==> src/rtl/audio_pkg.sv <==
// Shared constants, FSM state encoding and the gain-scaling helper for the codec feeder.
// Used by audio_codec_feeder and decay_envelope (the latter only under AUDIO_DECAY_ENVELOPE_EN).
package audio_pkg;

   localparam int SAMPLE_W = 32;
   localparam int GAIN_W = 8;
   localparam logic [GAIN_W-1:0] GAIN_FULL = 8'd255;
   localparam int SAMPLE_DIV_DEFAULT = 1042;
   localparam int PROD_W = SAMPLE_W + GAIN_W + 1;

   typedef enum logic [1:0] {
      IDLE  = 2'd0,
      WAIT  = 2'd1,
      WRITE = 2'd2
   } feeder_state_e;

   // Gain is treated as unsigned 0..255; the arithmetic shift floors toward minus infinity.
   function automatic logic signed [SAMPLE_W-1:0] scale_sample(
      input logic signed [SAMPLE_W-1:0] sample,
      input logic [GAIN_W-1:0] gain
   );
      logic signed [PROD_W-1:0] prod;
      prod = $signed({{(PROD_W-SAMPLE_W){sample[SAMPLE_W-1]}}, sample}) *
             $signed({{(PROD_W-GAIN_W){1'b0}}, gain});
      return prod[SAMPLE_W+7:8];
   endfunction

endpackage

==> src/rtl/decay_envelope.sv <==
// Music-box decay envelope: restarts at full gain on note onset and steps down every DECAY_STEP ticks.
// Only compiled when AUDIO_DECAY_ENVELOPE_EN is defined.
`ifdef AUDIO_DECAY_ENVELOPE_EN
module decay_envelope
   import audio_pkg::*;
#(
   parameter int DECAY_STEP  = 2400,
   parameter int DECAY_SHIFT = 4
) (
   input  logic              clock,
   input  logic              reset,
   input  logic              tick,
   input  logic              note_start,
   output logic [GAIN_W-1:0] gain
);

   localparam int STEP_W = (DECAY_STEP > 1) ? $clog2(DECAY_STEP) : 1;
   localparam logic [STEP_W-1:0] STEP_LAST = STEP_W'(DECAY_STEP - 1);

   logic [GAIN_W-1:0] gain_q, gain_d;
   logic [GAIN_W-1:0] shr_s, dec_s;
   logic [STEP_W-1:0] step_q, step_d;

   assign shr_s = gain_q >> DECAY_SHIFT;
   assign dec_s = (shr_s == '0) ? GAIN_W'(1) : shr_s;
   assign gain  = gain_q;

   // Onset wins over a decrement landing in the same cycle; gain saturates at zero.
   always_comb begin
      gain_d = gain_q;
      step_d = step_q;
      if (note_start) begin
         gain_d = GAIN_FULL;
         step_d = '0;
      end else if (tick) begin
         if (step_q == STEP_LAST) begin
            step_d = '0;
            gain_d = (gain_q > dec_s) ? (gain_q - dec_s) : '0;
         end else begin
            step_d = step_q + STEP_W'(1);
         end
      end else begin
         step_d = step_q;
      end
   end

   always_ff @(posedge clock or posedge reset) begin
      if (reset) begin
         gain_q <= '0;
         step_q <= '0;
      end else begin
         gain_q <= gain_d;
         step_q <= step_d;
      end
   end

endmodule
`endif

==> src/rtl/audio_codec_feeder.sv <==
// Decimates the generator waveform to the codec rate and feeds the codec FIFO handshake.
// AUDIO_DECAY_ENVELOPE_EN adds the decay envelope; otherwise samples pass through unscaled.
module audio_codec_feeder
   import audio_pkg::*;
#(
   parameter int SAMPLE_DIV  = SAMPLE_DIV_DEFAULT,
   parameter int DECAY_STEP  = 2400,
   parameter int DECAY_SHIFT = 4
) (
   input  logic                       clock,
   input  logic                       reset,
   input  logic                       play_note,
   input  logic                       note_start,
   input  logic signed [SAMPLE_W-1:0] audio_in,
   input  logic                       audio_out_allowed,
   output logic                       write_audio_out,
   output logic signed [SAMPLE_W-1:0] left_channel_audio_out,
   output logic signed [SAMPLE_W-1:0] right_channel_audio_out,
   output logic [7:0]                 overrun_count
);

   localparam int DIV_W = $clog2(SAMPLE_DIV);
   localparam logic [DIV_W-1:0] DIV_LAST = DIV_W'(SAMPLE_DIV - 1);

   feeder_state_e state_q, state_d;
   logic [DIV_W-1:0] div_cnt_q, div_cnt_d;
   logic pending_q, pending_d;
   logic write_q, write_d;
   logic [7:0] overrun_q, overrun_d;
   logic signed [SAMPLE_W-1:0] hold_q, hold_d;
   logic signed [SAMPLE_W-1:0] chan_q, chan_d;
   logic signed [SAMPLE_W-1:0] scaled_s;
   logic tick_s, writing_s;

   assign tick_s    = (div_cnt_q == DIV_LAST);
   assign writing_s = (state_q == WRITE);

`ifdef AUDIO_DECAY_ENVELOPE_EN
   logic [GAIN_W-1:0] gain_s;

   decay_envelope #(
      .DECAY_STEP (DECAY_STEP),
      .DECAY_SHIFT(DECAY_SHIFT)
   ) u_envelope (
      .clock     (clock),
      .reset     (reset),
      .tick      (tick_s),
      .note_start(note_start),
      .gain      (gain_s)
   );

   assign scaled_s = scale_sample(audio_in, gain_s);
`else
   logic unused_cfg_s;
   assign unused_cfg_s = ^{note_start, 32'(DECAY_STEP), 32'(DECAY_SHIFT)};
   assign scaled_s = audio_in;
`endif

   // A tick during the write cycle re-arms pending without counting as an overrun.
   always_comb begin
      div_cnt_d = tick_s ? '0 : (div_cnt_q + DIV_W'(1));
      pending_d = pending_q;
      hold_d    = hold_q;
      overrun_d = overrun_q;
      chan_d    = chan_q;
      state_d   = state_q;
      if (tick_s) begin
         pending_d = 1'b1;
         hold_d    = play_note ? scaled_s : '0;
         if (pending_q && !writing_s && (overrun_q != 8'hFF)) begin
            overrun_d = overrun_q + 8'd1;
         end else begin
            overrun_d = overrun_q;
         end
      end else if (writing_s) begin
         pending_d = 1'b0;
      end else begin
         pending_d = pending_q;
      end

      case (state_q)
         IDLE: begin
            state_d = pending_d ? WAIT : IDLE;
         end
         WAIT: begin
            if (audio_out_allowed) begin
               state_d = WRITE;
               chan_d  = hold_q;
            end else begin
               state_d = WAIT;
            end
         end
         WRITE: begin
            state_d = pending_d ? WAIT : IDLE;
         end
         default: begin
            state_d = IDLE;
         end
      endcase
      write_d = (state_d == WRITE);
   end

   always_ff @(posedge clock or posedge reset) begin
      if (reset) begin
         state_q   <= IDLE;
         div_cnt_q <= '0;
         pending_q <= 1'b0;
         write_q   <= 1'b0;
         overrun_q <= 8'd0;
         hold_q    <= '0;
         chan_q    <= '0;
      end else begin
         state_q   <= state_d;
         div_cnt_q <= div_cnt_d;
         pending_q <= pending_d;
         write_q   <= write_d;
         overrun_q <= overrun_d;
         hold_q    <= hold_d;
         chan_q    <= chan_d;
      end
   end

   assign write_audio_out         = write_q;
   assign left_channel_audio_out  = chan_q;
   assign right_channel_audio_out = chan_q;
   assign overrun_count           = overrun_q;

endmodule

==> config.mk <==
export PLATFORM = sky130hd
export DESIGN_NAME = audio_codec_feeder
export DESIGN_NICKNAME = d
export VERILOG_FILES = /design/src/rtl/audio_pkg.sv /design/src/rtl/decay_envelope.sv /design/src/rtl/audio_codec_feeder.sv
export SDC_FILE = /design/constraint.sdc
export NUM_CORES = 1
export LEC_CHECK = 0
export CAP_MARGIN = 20
export CORE_UTILIZATION = 51
export DETAILED_ROUTE_END_ITERATION = 8
export PLACE_DENSITY = 0.95
export SLEW_MARGIN = 20
export SYNTH_ARGS = -nofsm -noshare
export SYNTH_HDL_FRONTEND = slang
export SYNTH_SLANG_ARGS = --single-unit
==> constraint.sdc <==
create_clock -name clock -period 7 [get_ports clock]
set_input_delay 0.7 -clock clock [delete_from_list [all_inputs] [get_ports clock]]
set_output_delay 0.7 -clock clock [all_outputs]
set_load 0.01 [all_outputs]
==> results.sh <==
export IMPL_drc_errors=0
export IMPL_post_cts_resized=0
export IMPL_clk_pin_slew_worst_paths_ns=0.09
export IMPL_ys_top_cells_by_count="nand2_1, dfrtp_1, o21ai_0, buf_4, clkbuf_1"
export IMPL_grt_total_usage=0.2133
export IMPL_skew_ns=0.009680
export IMPL_clock_sinks=87
export IMPL_relSlewSlack=0.3107
export IMPL_final_max_slew_violation_count=0
export IMPL_min_period_over_period=0.4193
export IMPL_wl_um=7497
export IMPL_cts_buffer_depth=2
export IMPL_routedWlPerCell_um=13.22
export IMPL_tightestPinTransition_ns=1.033
export IMPL_cts_root_buf="clkbuf_8"
export IMPL_synth_nets=432
export IMPL_yosysMostFrequentCell="nand2_1"
export IMPL_worstSkewPairLatency_ns=0.35
export IMPL_die_h_um=87.15
export IMPL_port_buffers=108
export IMPL_fin_setup_tns_ns=0
export IMPL_grt_overflow=0
export IMPL_area_delta_synth_final_pct=30.73
export IMPL_status="finished clean"
export IMPL_critical_path_startpoint_type="register"
export IMPL_p_leak_nw=2.360
export IMPL_fmax_ghz=0.3407
export IMPL_crit_chain="nor4b_2, nand4b_2, buf_4, nor3b_4, mux2_2"
export IMPL_ios=110
export IMPL_fin_crit_ns=2.935
export IMPL_final_hold_viol_count=0
export IMPL_synth_seq_cells=87
export IMPL_drt_iter0_drc=115
export IMPL_synth_top_area_cell="dfrtp_1"
export IMPL_ys_seq_area_frac=0.5888
export IMPL_start_util=0.5353
export IMPL_post_cts_buffers=0
export IMPL_required_ns=7.23
export IMPL_ir_worst_vdd_mv=0.1112
export IMPL_drive_gt1_frac=0.05096
export IMPL_chipWidth_um=87.15
export IMPL_setup_worst_path_class="reg -> reg"
export IMPL_synth_cell_types=25
export IMPL_slowest_stage="nand4b_2"
export IMPL_antenna_left=0
export IMPL_place_gp_congestion=0.7230
export IMPL_viasPerCell=4.924
export IMPL_via_count=2792
export IMPL_place_hpwl_um=5016
export IMPL_core_region_area_um2=6907
export IMPL_antenna_cells=0
export IMPL_rsz0062_at_grt="no"
export IMPL_fin_hold_ws_ns=0.4681
export IMPL_async_flop_share=1.000
export IMPL_final_nets=506
export IMPL_dieArea_um2=7594
export IMPL_hold_path_class="reg -> reg"
export IMPL_path_max_fanout=43
export IMPL_grt_max_degree=88
export IMPL_synthCells=392
export IMPL_cp_arrival_ns=3.17
export IMPL_yosysTopAreaCellShare=0.5888
export IMPL_cts_tree="built"
export IMPL_holdBufCountCts=0
export IMPL_setup_violations=0
export IMPL_grt_pass1_vias=2676
export IMPL_synth_edff_count=0
export IMPL_ys_warnings_count=0
export IMPL_end_kind="register"
export IMPL_cts_max_level=3
export IMPL_row_count=30
export IMPL_cts_buffers=9
export IMPL_syn_area_per_cell_um2=9.432
export IMPL_power_density_nw_per_um2=189.3
export IMPL_grt_first_pass_wirelength_um=12340
export IMPL_maxCapViolations=0
export IMPL_yosys_top_cells_area="dfrtp_1, nand2_1, buf_4, o21ai_0, xnor2_1"
export IMPL_firstDrtPassIters=4
export IMPL_slowest_delay_ns=0.76
export IMPL_synth_area_um2=3697
export IMPL_synth_flop_cell="dfrtp_1"
export IMPL_antenna_found_initial=0
## flip-flops by register name (all words and copies together), names as in the netlist
name and count:
hold_q 32, left_channel_audio_out 32, div_cnt_q 11, overrun_count 8, state_q 2, pending_q 1, write_audio_out 1
## layout by cell type, fill, tap and decap left out, drive strengths merged
cell	n
a21oi	1
and2	4
and3	2
and4	1
buf	4
bufinv	2
clkbuf	11
clkdlybuf4s50	107
clkinv	2
clkinvlp	1
dfrtp	87
ha	3
inv	5
mux2	1
nand2	166
nand3	6
nand4	5
nand4b	1
nor2	4
nor2b	2
nor3	2
nor3b	1
nor4	1
nor4b	2
o21a	1
o21ai	34
xnor2	9
xor2	6
## final cells by class
type | count | area (µm²)
Sequential cell | 87 | 2177
Fill cell | 513 | 2073
Multi-Input combinational cell | 252 | 1201
Timing Repair Buffer | 111 | 1102
Clock buffer | 11 | 131.4
Tap cell | 96 | 120.1
Clock inverter | 5 | 81.33
Inverter | 5 | 20.02
## layer usage
metal  GRT usage  up-vias  part of all wire
met4     0.07303        0             0.015
met2      0.3715       77              0.52
met5           0        -                 0
met1      0.2602     1348              0.42
li1            -     1356                 -
met3     0.05213       11             0.045
## worst max-delay path: cells and delay by family (launching register included)
kind	cells	cell delay [ns]
muxes	1	0.37
and+or+nand+nor	3	1.45
buffers and inverters	1	0.54
DFF	1	0.45
## per-stage QoR
stage | total power [W] | cell area (µm²) | instances | worst slack [ns] | utilization
4_1_cts | 0.0009219 | 4835 | 567 | 4.064 | 0.7000
5_1_grt | 0.0009518 | 4833 | 567 | 3.845 | 0.6998
3_5_place_dp | 0.0005492 | 4622 | 551 | 4.083 | 0.6692
3_3_place_gp | 0.0005490 | 4622 | 551 | 4.131 | 0.6692
2_1_floorplan | 0.0005248 | 3697 | 392 | 4.050 | -
6_report | 0.0009148 | 4833 | 567 | 4.065 | 0.6998
## kinds of logic after synthesis
logic type	Yosys count	share of synthesized area
AOI/OAI and AO/OA	36	0.04941
xor gates and xnor gates	15	0.03553
adders and majority gates	3	0.01015
buffers and inverters	53	0.08629
DFF	87	0.5888
muxes	1	0.003045
and+or+nand+nor	197	0.2267
## worst paths after layout
path | slack [ns] | startpoint | depth (start not counted) | endpoint
min in group asynchronous | 0.88 | reset | 3 | overrun_count[3]
max reg2reg | 4.07 | div_cnt_q[6] | 5 | overrun_count[1]
min | 0.47 | hold_q[14] | 2 | left_channel_audio_out[14]
max in group asynchronous | 5.64 | reset | 3 | div_cnt_q[4]
max | 4.07 | div_cnt_q[6] | 5 | overrun_count[1]
min reg2reg | 0.47 | hold_q[14] | 2 | left_channel_audio_out[14]
## power breakdown
| group | switching (W) | internal (W) |
|---|---|---|
| Sequential | 0 | 0.000502 |
| Combinational | 0.0000168 | 0.0000191 |
| Clock | 0.000175 | 0.000202 |
No activity file was read; power rests on OpenSTA's default activity.
